### config.mk
export PLATFORM = sky130hd
export DESIGN_NAME = ps2_scan_receiver
export DESIGN_NICKNAME = d
export VERILOG_FILES = /design/src/rtl/ps2_scan_receiver.sv
export SDC_FILE = /design/constraint.sdc
export NUM_CORES = 1
export LEC_CHECK = 0
export BUFFER_PORTS_ARGS = -buffer_cell sky130_fd_sc_hd__buf_2
export CORE_MARGIN = 3
export CORE_UTILIZATION = 45
export DETAILED_ROUTE_END_ITERATION = 7
export GPL_TIMING_DRIVEN = 0
export PLACE_DENSITY = 0.62
export SLEW_MARGIN = 20
export SYNTH_ARGS = -nofsm -noshare
export SYNTH_HDL_FRONTEND = slang
export SYNTH_SLANG_ARGS = --single-unit
export TNS_END_PERCENT = 10
### constraint.sdc
create_clock -name clock -period 3.81 [get_ports clock]
set_input_delay 0.1905 -clock clock [delete_from_list [all_inputs] [get_ports clock]]
set_output_delay 0.1905 -clock clock [all_outputs]
set_load 0.005 [all_outputs]
### src/rtl/ps2_scan_receiver.sv
// ps2_scan_receiver: PS/2 device-to-host frame receiver that strips E0/F0 prefixes
// and presents make codes as a held byte with a one-cycle valid strobe.
module ps2_scan_receiver #(
   parameter int FILTER_LEN     = 4,
   parameter int TIMEOUT_CYCLES = 50000
) (
   input  logic       clock,
   input  logic       reset,
   input  logic       ps2_clk,
   input  logic       ps2_data,
   output logic [7:0] keyboardValue,
   output logic       keyValid,
   output logic       keyExtended,
   output logic       parityError,
   output logic       frameError
);
   localparam int FW = $clog2(FILTER_LEN + 1);
   localparam int TW = $clog2(TIMEOUT_CYCLES + 1);
   typedef enum logic [1:0] {IDLE, DATA, PARITY, STOP} state_t;
   state_t state;
   logic clk_s1, clk_s2, dat_s1, dat_s2, filt, filt_d, par, ext, brk, fall;
   logic [FW-1:0] fcnt;
   logic [TW-1:0] tcnt;
   logic [2:0] bcnt;
   logic [7:0] sh;
   assign fall = filt_d & ~filt;
   // Bus idles high, so every conditioning flop resets to 1 to avoid a false edge.
   always_ff @(posedge clock) begin
      if (reset) begin
         {clk_s1, clk_s2, dat_s1, dat_s2, filt, filt_d} <= '1;
         fcnt <= '0;
      end else begin
         {clk_s2, clk_s1} <= {clk_s1, ps2_clk};
         {dat_s2, dat_s1} <= {dat_s1, ps2_data};
         filt_d <= filt;
         if (clk_s2 == filt) fcnt <= '0;
         else if (fcnt == FW'(FILTER_LEN - 1)) begin
            filt <= clk_s2;
            fcnt <= '0;
         end else fcnt <= fcnt + 1'b1;
      end
   end
   always_ff @(posedge clock) begin
      if (reset) begin
         state <= IDLE;
         tcnt <= '0;
         bcnt <= '0;
         sh <= '0;
         par <= 1'b0;
         ext <= 1'b0;
         brk <= 1'b0;
         keyboardValue <= 8'h00;
         keyExtended <= 1'b0;
         keyValid <= 1'b0;
         parityError <= 1'b0;
         frameError <= 1'b0;
      end else begin
         keyValid <= 1'b0;
         parityError <= 1'b0;
         frameError <= 1'b0;
         tcnt <= (state == IDLE || fall) ? '0 : tcnt + 1'b1;
         if (state != IDLE && !fall && tcnt == TW'(TIMEOUT_CYCLES - 1)) begin
            state <= IDLE;
            frameError <= 1'b1;
            ext <= 1'b0;
            brk <= 1'b0;
            tcnt <= '0;
         end else if (fall) begin
            case (state)
               IDLE:
                  if (dat_s2) begin
                     frameError <= 1'b1;
                     ext <= 1'b0;
                     brk <= 1'b0;
                  end else begin
                     state <= DATA;
                     bcnt <= '0;
                  end
               DATA: begin
                  sh <= {dat_s2, sh[7:1]};
                  bcnt <= bcnt + 1'b1;
                  if (bcnt == 3'd7) state <= PARITY;
               end
               PARITY: begin
                  par <= dat_s2;
                  state <= STOP;
               end
               default: begin
                  state <= IDLE;
                  if (!dat_s2 || !(^{sh, par})) begin
                     frameError <= ~dat_s2;
                     parityError <= dat_s2;
                     ext <= 1'b0;
                     brk <= 1'b0;
                  end else if (sh == 8'hE0) ext <= 1'b1;
                  else if (sh == 8'hF0) brk <= 1'b1;
                  else begin
                     if (!brk) begin
                        keyboardValue <= sh;
                        keyExtended <= ext;
                        keyValid <= 1'b1;
                     end
                     ext <= 1'b0;
                     brk <= 1'b0;
                  end
               end
            endcase
         end
      end
   end
endmodule

-- Yosys cells after proc, flatten, opt, wreduce, memory -nomap -nowiden
Index checks and enable logic that the tools add are counted.
W data, S select, Z words.
- bits in registers: 53
- input bits: 4
- bitwise logic cells: 12
- add/subtract/negate cells: 3
- eq/ne operators: 13
- mux-type cells: 20
- reduce and logical (&&, ||, !) cells: 26
- operators by type and width (cell ; number):
    $add A16 B1 Y16 const B ; 1
    $eq A16 B16 Y1 const B ; 1
    $eq A8 B8 Y1 const B ; 2
    $mux W1 ; 12
    $reduce_and A4 Y1 ; 3
    $not A1 Y1 ; 11
    $reduce_and A3 Y1 ; 3
    $reduce_or A3 Y1 ; 3
    $reduce_or A9 Y1 ; 1
    $reduce_xor A9 Y1 ; 1
    $reduce_and A7 Y1 ; 1
    $reduce_or A7 Y1 ; 1
    $add A3 B1 Y3 const B ; 2
    $ne A2 B2 Y1 const B ; 3
    $pmux W1 S2 ; 3
    $pmux W2 S3 ; 1
    $pmux W3 S2 ; 1
    $mux W2 ; 2
    $ne A4 B4 Y1 const B ; 1
    $reduce_bool A2 Y1 ; 2
    $reduce_or A2 Y1 ; 2
    $eq A3 B2 Y1 const B ; 1
    $eq A3 B3 Y1 const B ; 1
    $logic_not A1 Y1 ; 3
    other kinds (10) ; 12

-- Logic depth before layout (Yosys ltp)
Gate-level depths: netlist of the first run.
- depth in word-level cells: 7
- gate-level depth with buffers: 7
- mapped depth without buffers: 6

-- Least setup slack after synthesis of the first run
OpenSTA, ideal clock, no wires.
- path type: register to register
- start point: register sh[0]
- end point: register keyExtended
- path buffers: 0
- data required time: 3.676 ns
- library setup time: 0.134 ns
- cell stages (with the launch flop): 5
- period minus slack after synthesis: 1.649 ns
- path slack: 2.161 ns
- data arrival time: 1.516 ns
- cells stage by stage: dfxtp_1 -> or4_1 -> o2111ai_1 -> mux2i_4 -> mux2i_1
- longest elaborated chain between the ends: 5
- ends and longest elaborated chain (element ; RTL line ; source):
    start, declared ; 25 ; logic [7:0] sh;
    start signal, assigned ; 80 ; sh <= {dat_s2, sh[7:1]};
    $reduce_xor A9 Y1 ; 90 ; if (!dat_s2 || !(^{sh, par})) begin
    $logic_not A1 Y1 ; 90 ;
    $logic_or A1 B1 Y1 ; 90 ;
    $not A1 Y1 (no source line) ; n/a ;
    $reduce_and A7 Y1 (no source line) (*) ; n/a ;
    end signal, assigned ; 100 ; keyExtended <= ext;
    end, declared ; 13 ; output logic keyExtended,
Every way passes the cells marked *; elsewhere a longest branch is shown, timed or not.
A chain may end at the register's enable or synchronous reset.

-- Final worst setup path of the first run
- start point: register tcnt[0]
- end point: register tcnt[9]
- longest elaborated chain between the ends: 3
- ends and longest elaborated chain (element ; RTL line ; source):
    start, declared ; 23 ; logic [TW-1:0] tcnt;
    start signal, assigned ; 61 ; tcnt <= (state == IDLE || fall) ? '0 : tcnt + 1'b1;
    branches (longest 3 deep; another with $add A16 B1 Y16) ; n/a ;
Parallel ways; which one is timed is not known.

==> results of run 1 <==
[stage by stage]
step	hold slack, ns	setup slack [ns]	utilization
2_1_floorplan	0.2943	2.161	-
3_3_place_gp	0.3746	1.958	0.5162
3_5_place_dp	0.3750	1.959	0.5162
4_1_cts	0.04516	1.931	0.5326
5_1_grt	0.04771	1.759	0.5326
6_report	0.05928	1.980	0.5326
[layout make-up]
type	count	area [um2]
plain buffers	12	45.04
clock buffers	8	80.08
fillers	481	2281
inverters	8	30.03
multi-input cells	180	1224
flip-flops and latches	53	1061
well taps	67	83.83
repair buffers	15	75.07
[worst paths after layout]
check | endpoint | slack, ns | cells after the start
min reg2reg | dat_s2 | 0.42 | 1
min | dat_s1 | 0.06 | 2
max | tcnt[9] | 1.98 | 6
max reg2reg | tcnt[9] | 1.98 | 6
[worst max-delay path, delay by kind of cell (launching register included)]
kind	cells	cell delay (ns)
and+or+nand+nor	4	0.76
DFF	1	0.35
adders and majority gates	1	0.24
buffers and inverters	1	0.37
[layer usage]
metal  wire [um]  global-route usage
met3         154             0.04243
met4          85             0.07343
met2        1693              0.2115
met5           0                   0
met1        2208              0.2016
[cells in the final DEF, fill, tap and decap left out, types with 5 or more instances in the layout]
cell type and count:
clkbuf_1 15, buf_2 15, a21oi_1 10, dfxtp_1 53
nand4_1 6, mux2i_1 19, ha_1 9, nor3_1 6
xnor2_1 6, nor2_1 28, clkbuf_8 5, inv_1 8
or3_1 6, nor2b_1 5, or2_2 5, nand3_1 8
nand2_1 29, xor2_1 9
[cells by family (layout without fill, tap and decap cells)]
kind of cell               Yosys count  after routing  synth area share
and+or+nand+nor                    109            109            0.2291
DFF                                 53             53            0.4496
AOI/OAI and AO/OA                   24             24           0.06628
muxes                               20             20           0.09014
buffers and inverters               20             43           0.03181
xor gates and xnor gates            18             18           0.08536
adders and majority gates            9              9           0.04772
[sequential cells by signal (all words and copies together) (netlist names)]
register,count
clk_s2,1
fcnt,3
filt_d,1
clk_s1,1
dat_s2,1
state,2
tcnt,16
dat_s1,1
sh,8
filt,1
parityError,1
keyboardValue,8
keyValid,1
keyExtended,1
frameError,1
par,1
ext,1
bcnt,3
brk,1
[synth_stat cells (3+ instances only)]
cell type,instances
dfxtp_1,53
nand2_1,29
nor2_1,28
mux2i_1,19
clkbuf_1,12
a21oi_1,10
ha_1,9
xor2_1,9
inv_1,8
nand3_1,8
nand4_1,6
nor3_1,6
or3_1,6
xnor2_1,6
nor2b_1,5
or2_2,5
o21ai_0,4
and3_1,3
[power breakdown]
part	total [W]	internal [W]	switching, W
Clock	0.000300	0.000131	0.000169
Sequential	0.000556	0.000556	0.000000691
Combinational	0.0000158	0.00000481	0.0000110
Total	0.000872	0.000691	0.000181
==> results.tsv, run 1 <==
metric	value	unit
FP Rows	25	
Clock Latency Late Sink	0.30	ns
largest net degree at the start of global routing	15	
Max Cap Violations	0	
die area	6149	um2
worst reg2reg startpoint	tcnt[0]	
share of layout cells above drive strength 1	0.1051	
sequential area share after synthesis	0.4496	
Clock transition at path regs	0.09	ns
Mapped Area	2360	um2
Diodes inserted	0	
post-synthesis register bit count	53	
Slew Viols, Final	0	
GRT overflow	0	
Max VDD drop	0.0001704	V
Yosys top cell by area	dfxtp_1	
CTS tree	built	
cts hold-fix bufs	0	
Root Buffer	clkbuf_8	
Post-CTS Setup Inserts	0	
WP data required	4.00	ns
CP Launch Point	tcnt[0]	
final hold vios	0	
Final nets	288	
Placed Area	2519	um2
Via density	5.035	
worst hold path startpoint	ps2_data	
number of synthesized flops with an enable pin	0	
Tcrit/Tclk final	0.4803	
area of the core	4880	um2
global-route wire length before repair	7.100	mm
CP Cell Sequence	ha_1 -> and4_1 -> nand4_1 -> nand2_1 -> clkbuf_1 -> nor2_1	
die width	78.42	um
Placed Cells	335	
HPWL Detailed	2.993	mm
clk_skew	0.005643	ns
via count	1727	
Worst path slowest cell	clkbuf_1	
Initial DRC Count	59	
Synth Warn #	0	
Worst-Margin Slew	0.6054	ns
cell area after layout	2599	um2
Rel. slew slack	0.5964	
Avg Cell Area, Syn	9.327	um2
routability cong.	0.7816	
Ports	16	
setup violators final	0	
CTS Buffer Depth	2	
Pwr Total	0.0008722	W
count of cell types in the netlist	39	
Fmax	0.5464	GHz
Static Leak	1.005	nW
Initial Utilization	0.4836	
RSZ-0062 raised after global routing	no	
clk sink count	53	
Final ANT Viol Nets	0	
Area Growth Syn to Fin	10.13	%
GRT Util Overall	0.1474	
minimum clock period	1.830	ns
Post-CTS Resized	0	
setup TNS	0	ns
crit path DAT	2.02	ns
DR pass1 iterations	4	
input/output buffers	15	
initial antenna violation count	0	
fin cells	343	
TritonCTS buffer count	5	
CTS H-tree lvls	2	
critical path startpoint category	register	
Area contributors post-synth	dfxtp_1 45%, mux2i_1 8.1%, ha_1 4.8%	
Routed WL	4.142	mm
type of the worst setup path	reg -> reg	
hold crit path type	in -> reg	
drt drc	0	
routed len/inst	12.08	um
Syn Inst Count	253	
Crit. End Element	register	
ys async rst share	0	
area share of the largest cell type after synthesis	0.4496	
Syn Nets	266	
status	complete, no violations	
Die H	78.42	um
CP max stage delay	0.37	ns
CP Max Fanout	10	
vias in the first global route	1553	
Top FF cell, synth	dfxtp_1	
pwr dens	335.6	nW/um2
Note: power is estimated with default switching activity, not from simulation.
==> inputs of run 2 (changes only) <==
Settings changed: ABC_AREA set to 1, PLACE_DENSITY 0.62 to 0.65.
Clock period 3.81 ns to 1.55 ns, I/O delays scaled along.
==> results.tsv, run 2 <==
metric	value	unit	change
status	complete, but fails checks		was complete, no violations
failing checks	setup timing		
Synth top cells by count	57 x nand2_1, 53 x dfxtp_1, 47 x nor2_1		was 53 x dfxtp_1, 29 x nand2_1, 28 x nor2_1
sequential area share after synthesis	0.4407		was 0.4496
type of the worst setup path	reg -> reg		unchanged
pwr dens	779.0	nW/um2	was 335.6 nW/um2
setup violators final	2		was 0
largest net degree at the start of global routing	17		was 15
clk_skew	0.006878	ns	was 0.005643 ns
biggest registers after layout	tcnt (16), keyboardValue (8), sh (8)		unchanged
die area	6263	um2	was 6149 um2
RSZ-0062 raised after global routing	yes		was no
Final nets	367		was 288
Syn Nets	333		was 266
Area Growth Syn to Fin	20.22	%	was 10.13%
CP Cell Sequence	inv_1 -> nand2_1 -> nand2_1 -> nand2_1 -> nand3_2 -> nand2_1 -> nand2_1 -> nand2_2 -> buf_4 -> nand4_1 -> nand3_1 -> nand2_1 -> nor2_1		was ha_1 -> and4_1 -> nand4_1 -> nand2_1 -> clkbuf_1 -> nor2_1
cell with the most instances after synthesis	nand2_1		was dfxtp_1
die width	79.14	um	was 78.42 um
Yosys top cell by area	dfxtp_1		unchanged
CP most frequent cell	nand2_1		
max reg flops	16		unchanged
Rel. slew slack	0.7151		was 0.5964
ys async rst share	0		unchanged
drt drc	0		unchanged
routed len/inst	10.71	um	was 12.08 um
Syn Inst Count	320		was 253
CTS Buffer Depth	2		unchanged
post-synthesis register bit count	53		unchanged
Via density	4.891		was 5.035
CTS H-tree lvls	2		unchanged
CTS tree	built		unchanged
Ports	16		unchanged
area share of the largest cell type after synthesis	0.4407		was 0.4496
vias in the first global route	1966		was 1553
final hold slack	0.4150	ns	was 0.05928 ns
input/output buffers	15		unchanged
Max VDD drop	0.0005369	V	was 0.0001704 V
Routed WL	4.521	mm	was 4.142 mm
fin cells	422		was 343
Tcrit/Tclk final	1.008		was 0.4803
sw power	0.0004648	W	was 0.0001809 W
commonest non-fill, non-tap cell in the layout	nand2_1		was dfxtp_1
Worst path slowest cell	dfxtp_2		was clkbuf_1
share of layout cells above drive strength 1	0.2535		was 0.1051
Final WS setup	-0.01179	ns	was 1.980 ns
CP bufs+invs	2		was 1
Final ANT Viol Nets	0		unchanged
Largest Register	tcnt		unchanged
Placed Cells	402		was 335
Clock Latency Late Sink	0.30	ns	about the same
crit-path leading delay family	simple AND/OR/NAND/NOR gates		unchanged
Slew Viols, Final	0		unchanged
Fmax	0.6403	GHz	was 0.5464 GHz
Pwr Total	0.002255	W	was 0.0008722 W
Clock transition at path regs	0.09	ns	about the same
hold crit path type	reg -> reg		was in -> reg
Area contributors post-synth	dfxtp_1 44%, nand2_1 8.9%, nor2_1 7.3%		was dfxtp_1 45%, mux2i_1 8.1%, ha_1 4.8%
internal power	0.001790	W	was 0.0006912 W
area of the core	4942	um2	was 4880 um2
FP Rows	25		unchanged
CP max stage delay	0.37	ns	about the same
WP data required	1.79	ns	was 4.00 ns
final hold vios	0		unchanged
count of cell types in the netlist	30		was 39
critical path startpoint category	register		unchanged
minimum clock period	1.562	ns	was 1.830 ns
Combinational Power Share	0.024		was 0.018
initial antenna violation count	0		unchanged
GRT Util Overall	0.1594		was 0.1474
routability cong.	0.8431		was 0.7816
post-place setup slack	-0.3178	ns	was 1.959 ns
Reg power frac	0.605		was 0.638
Static Leak	1.205	nW	was 1.005 nW
number of synthesized flops with an enable pin	0		unchanged
CP Max Fanout	4		was 10
Die H	79.14	um	was 78.42 um
DR pass1 iterations	4		unchanged
crit path DAT	1.80	ns	was 2.02 ns
cell area after layout	2894	um2	was 2599 um2
Top FF cell, synth	dfxtp_1		unchanged
global-route wire length before repair	8.128	mm	was 7.100 mm
Avg Cell Area, Syn	7.523	um2	was 9.327 um2
TritonCTS buffer count	5		unchanged
HPWL Detailed	3.297	mm	was 2.993 mm
Initial DRC Count	109		was 59
via count	2064		was 1727
Synth Warn #	0		unchanged
Initial Utilization	0.4871		was 0.4836
Diodes inserted	0		unchanged
Mapped Area	2407	um2	was 2360 um2
Placed Area	2566	um2	was 2519 um2
Worst-Margin Slew	0.4247	ns	was 0.6054 ns
GRT overflow	0		unchanged
Crit. End Element	register		unchanged
most frequent cells in the layout	52 x nand2_1, 42 x nor2_1, 40 x dfxtp_1		was 53 x dfxtp_1, 29 x nand2_1, 28 x nor2_1
Max Cap Violations	0		unchanged
switching share of total power	0.2062		was 0.2074
Root Buffer	clkbuf_8		unchanged
clock power share	0.371		was 0.344
clk sink count	53		unchanged
==> run 2: cell count changes after synthesis, sizes merged, moves of 8 or more <==
cell | previous run | this run
mux2i | 20 | 0
inv | 8 | 45
nor2 | 28 | 48
nand4 | 6 | 17
clkbuf | 12 | 4
o21ai | 4 | 12
a21oi | 10 | 24
nand2 | 29 | 60
==> run 2: metrics by stage <==
step / utilization / TNS (ns)
after floorplan: - / 0
after global routing: 0.5856 / -3.265
after CTS: 0.5678 / -0.1798
final: 0.5856 / -0.01678
after global placement: 0.5192 / -4.307
after detailed placement: 0.5192 / -4.860
==> run 2: final timing paths <==
kind | startpoint | slack (ns) | endpoint | cells past startpoint
hold / removal | dat_s1 | 0.42 | dat_s2 | 1
hold reg to reg | dat_s1 | 0.42 | dat_s2 | 1
setup / recovery | sh[2] | -0.01 | ext | 13
setup reg to reg | sh[2] | -0.01 | ext | 13
==> run 2: repair_timing <==
action / in CTS / in global routing
pin swaps: 4 / 9
hold buffers: 3 / 0
resized for setup: 25 / 24
setup endpoints to repair: 28 / 38
endpoints found under the hold margin: 3 / 0
gates cloned: 1 / 0
setup buffers: 5 / 4
==> run 2: routing by layer <==
| metal | part of all wire | vias to the layer above | track usage |
|---|---|---|---|
| met5 | 0 | - | 0 |
| met4 | 0.021 | 0 | 0.06357 |
| met3 | 0.028 | 9 | 0.03401 |
| met2 | 0.45 | 29 | 0.2668 |
| met1 | 0.50 | 920 | 0.1990 |
| li1 | - | 1106 | - |
==> run 2: cells by family after synthesis <==
group,share of synthesized area
and+or+nand+nor,0.3103
DFF,0.4407
buffers and inverters,0.08160
AOI/OAI and AO/OA,0.08421
xor gates and xnor gates,0.03639
adders and majority gates,0.04678
==> run 2: area by class of cell <==
type	instances	area [um2]
plain buffers	4	23.77
flip-flops and latches	53	1082
inverters	46	177.7
clock buffers	7	96.34
repair buffers	28	196.4
fillers	477	2048
well taps	67	83.83
clock inverters	1	5.005
multi-input cells	216	1229
==> run 2: power by group through the flow <==
stage	Combinational [W]	Sequential (W)	Clock, W
after floorplan	0.0000300	0.00140	0
after global placement	0.0000413	0.00140	0
after detailed placement	0.0000424	0.00140	0
after CTS	0.0000509	0.00137	0.000875
after global routing	0.0000622	0.00137	0.000920
final	0.0000532	0.00136	0.000837
==> inputs of run 3 (changes only) <==
Settings changed: RECOVER_POWER set to 100, SLEW_MARGIN 20 to 0.
==> results.tsv, run 3 (synthesis results as in run 2) <==
metric	value	unit	change
HPWL Detailed	3.297	mm	unchanged
Worst-Margin Slew	0.4304	ns	was 0.4247 ns
status	complete, but fails checks		unchanged
biggest registers after layout	tcnt (16), keyboardValue (8), sh (8)		unchanged
largest net degree at the start of global routing	17		unchanged
max reg flops	16		unchanged
CP Max Fanout	4		unchanged
post-place setup slack	-0.3178	ns	unchanged
FP Rows	25		unchanged
clk sink count	53		unchanged
WP data required	1.79	ns	about the same
Final nets	367		unchanged
Initial Utilization	0.4871		unchanged
via count	2065		was 2064
final core utilization	0.5835		was 0.5856
commonest non-fill, non-tap cell in the layout	nand2_1		unchanged
die area	6263	um2	unchanged
crit-path leading delay family	simple AND/OR/NAND/NOR gates		unchanged
Fmax	0.6407	GHz	was 0.6403 GHz
initial antenna violation count	0		unchanged
Static Leak	1.181	nW	was 1.205 nW
Largest Register	tcnt		unchanged
Placed Area	2566	um2	unchanged
Routed WL	4.524	mm	was 4.521 mm
die width	79.14	um	unchanged
Clock Latency Late Sink	0.30	ns	about the same
final hold vios	0		unchanged
RSZ-0062 raised after global routing	yes		unchanged
global-route wire length before repair	8.128	mm	unchanged
most frequent cells in the layout	52 x nand2_1, 42 x nor2_1, 40 x dfxtp_1		unchanged
Max VDD drop	0.0005368	V	was 0.0005369 V
TritonCTS buffer count	5		unchanged
DR pass1 iterations	4		unchanged
critical path startpoint category	register		unchanged
area of the multi-input gates	1226	um2	was 1229 um2
CP Cell Sequence	inv_1 -> nand2_1 -> nand2_1 -> nand2_1 -> nand3_2 -> nand2_1 -> nand2_1 -> nand2_2 -> buf_4 -> nand4_1 -> nand3_1 -> nand2_1 -> nor2_1		unchanged
cell area after layout	2884	um2	was 2894 um2
Pwr Total	0.002253	W	was 0.002255 W
hold crit path type	reg -> reg		unchanged
Initial DRC Count	120		was 109
Rel. slew slack	0.7113		was 0.7151
Root Buffer	clkbuf_8		unchanged
CTS H-tree lvls	2		unchanged
CP most frequent cell	nand2_1		unchanged
Crit. End Element	register		unchanged
Tcrit/Tclk final	1.007		was 1.008
Max Cap Violations	0		unchanged
type of the worst setup path	reg -> reg		unchanged
minimum clock period	1.561	ns	was 1.562 ns
crit path DAT	1.80	ns	about the same
Ports	16		unchanged
Clock transition at path regs	0.09	ns	about the same
Final ANT Viol Nets	0		unchanged
CTS tree	built		unchanged
Final WS setup	-0.01090	ns	was -0.01179 ns
pwr dens	781.2	nW/um2	was 779.0 nW/um2
input/output buffers	15		unchanged
clk_skew	0.006553	ns	was 0.006878 ns
vias in the first global route	1966		unchanged
Via density	4.893		was 4.891
routed len/inst	10.72	um	was 10.71 um
CP bufs+invs	2		unchanged
fillers	480		was 477
Worst path slowest cell	dfxtp_2		unchanged
setup violators final	2		unchanged
Die H	79.14	um	unchanged
CP max stage delay	0.37	ns	about the same
Diodes inserted	0		unchanged
routability cong.	0.8431		unchanged
GRT Util Overall	0.1594		unchanged
area of the core	4942	um2	unchanged
Slew Viols, Final	0		unchanged
Reg area	1082	um2	unchanged
failing checks	setup timing		unchanged
drt drc	0		unchanged
Area Growth Syn to Fin	19.80	%	was 20.22%
CTS Buffer Depth	2		unchanged
share of layout cells above drive strength 1	0.2338		was 0.2535
GRT overflow	0		unchanged
==> run 3: layout make-up <==
| class | count | area share |
|---|---|---|
| clock inverter | 1 | 0.001735 |
| sequential | 53 | 0.3753 |
| buffer | 4 | 0.008243 |
| timing repair buffer | 28 | 0.06551 |
| clock buffer | 7 | 0.03341 |
| inverter | 46 | 0.06160 |
| tap | 67 | 0.02907 |
| multi-input combinational | 216 | 0.4252 |
==> run 3: worst register-to-register path: stages, from the launching register on <==
cell     delay (ns)
dfxtp_2        0.37
inv_1          0.08
nand2_1        0.07
nand2_1        0.07
nand2_1        0.08
nand3_2        0.09
nand2_1        0.07
nand2_1        0.06
nand2_2        0.11
buf_4          0.13
nand4_1        0.12
nand3_1        0.10
nand2_1        0.07
nor2_1         0.10
==> run 3: per-layer routing <==
metal	track usage	vias up	wire [um]
met5	0	-	0
met4	0.06357	0	95
met3	0.03401	9	123
met2	0.2668	31	2024
met1	0.1990	919	2280
li1	-	1106	-
==> run 3: what timing repair did <==
action / CTS / global route
hold endpoints to repair: 3 / 0
setup buffers: 5 / 4
hold buffers: 3 / 0
pin swaps: 4 / 9
gates resized for setup: 25 / 24
setup endpoints to repair: 28 / 38
cloned: 1 / 0
==> run 3: final timing paths <==
check / from / end / slack, ns / cells after the start
worst max-delay path: sh[2] / ext / -0.01 / 13
worst min-delay path: dat_s1 / dat_s2 / 0.42 / 1
worst max register to register: sh[2] / ext / -0.01 / 13
worst min register to register: dat_s1 / dat_s2 / 0.42 / 1
==> run 3: where the power goes <==
group	total (W)	internal, W	switching, W
logic	0.0000528	0.0000230	0.0000298
registers	0.00136	0.00136	0.00000184
clock network	0.000836	0.000404	0.000432
==> run 3: metrics by stage <==
stage	TNS (ns)	instances	hold slack, ns
global route	-3.338	422	0.4305
floorplan	0	320	0.1698
global placement	-4.307	402	0.2597
detailed placement	-4.860	402	0.2636
CTS	-0.1798	418	0.4179
finish	-0.01490	422	0.4150
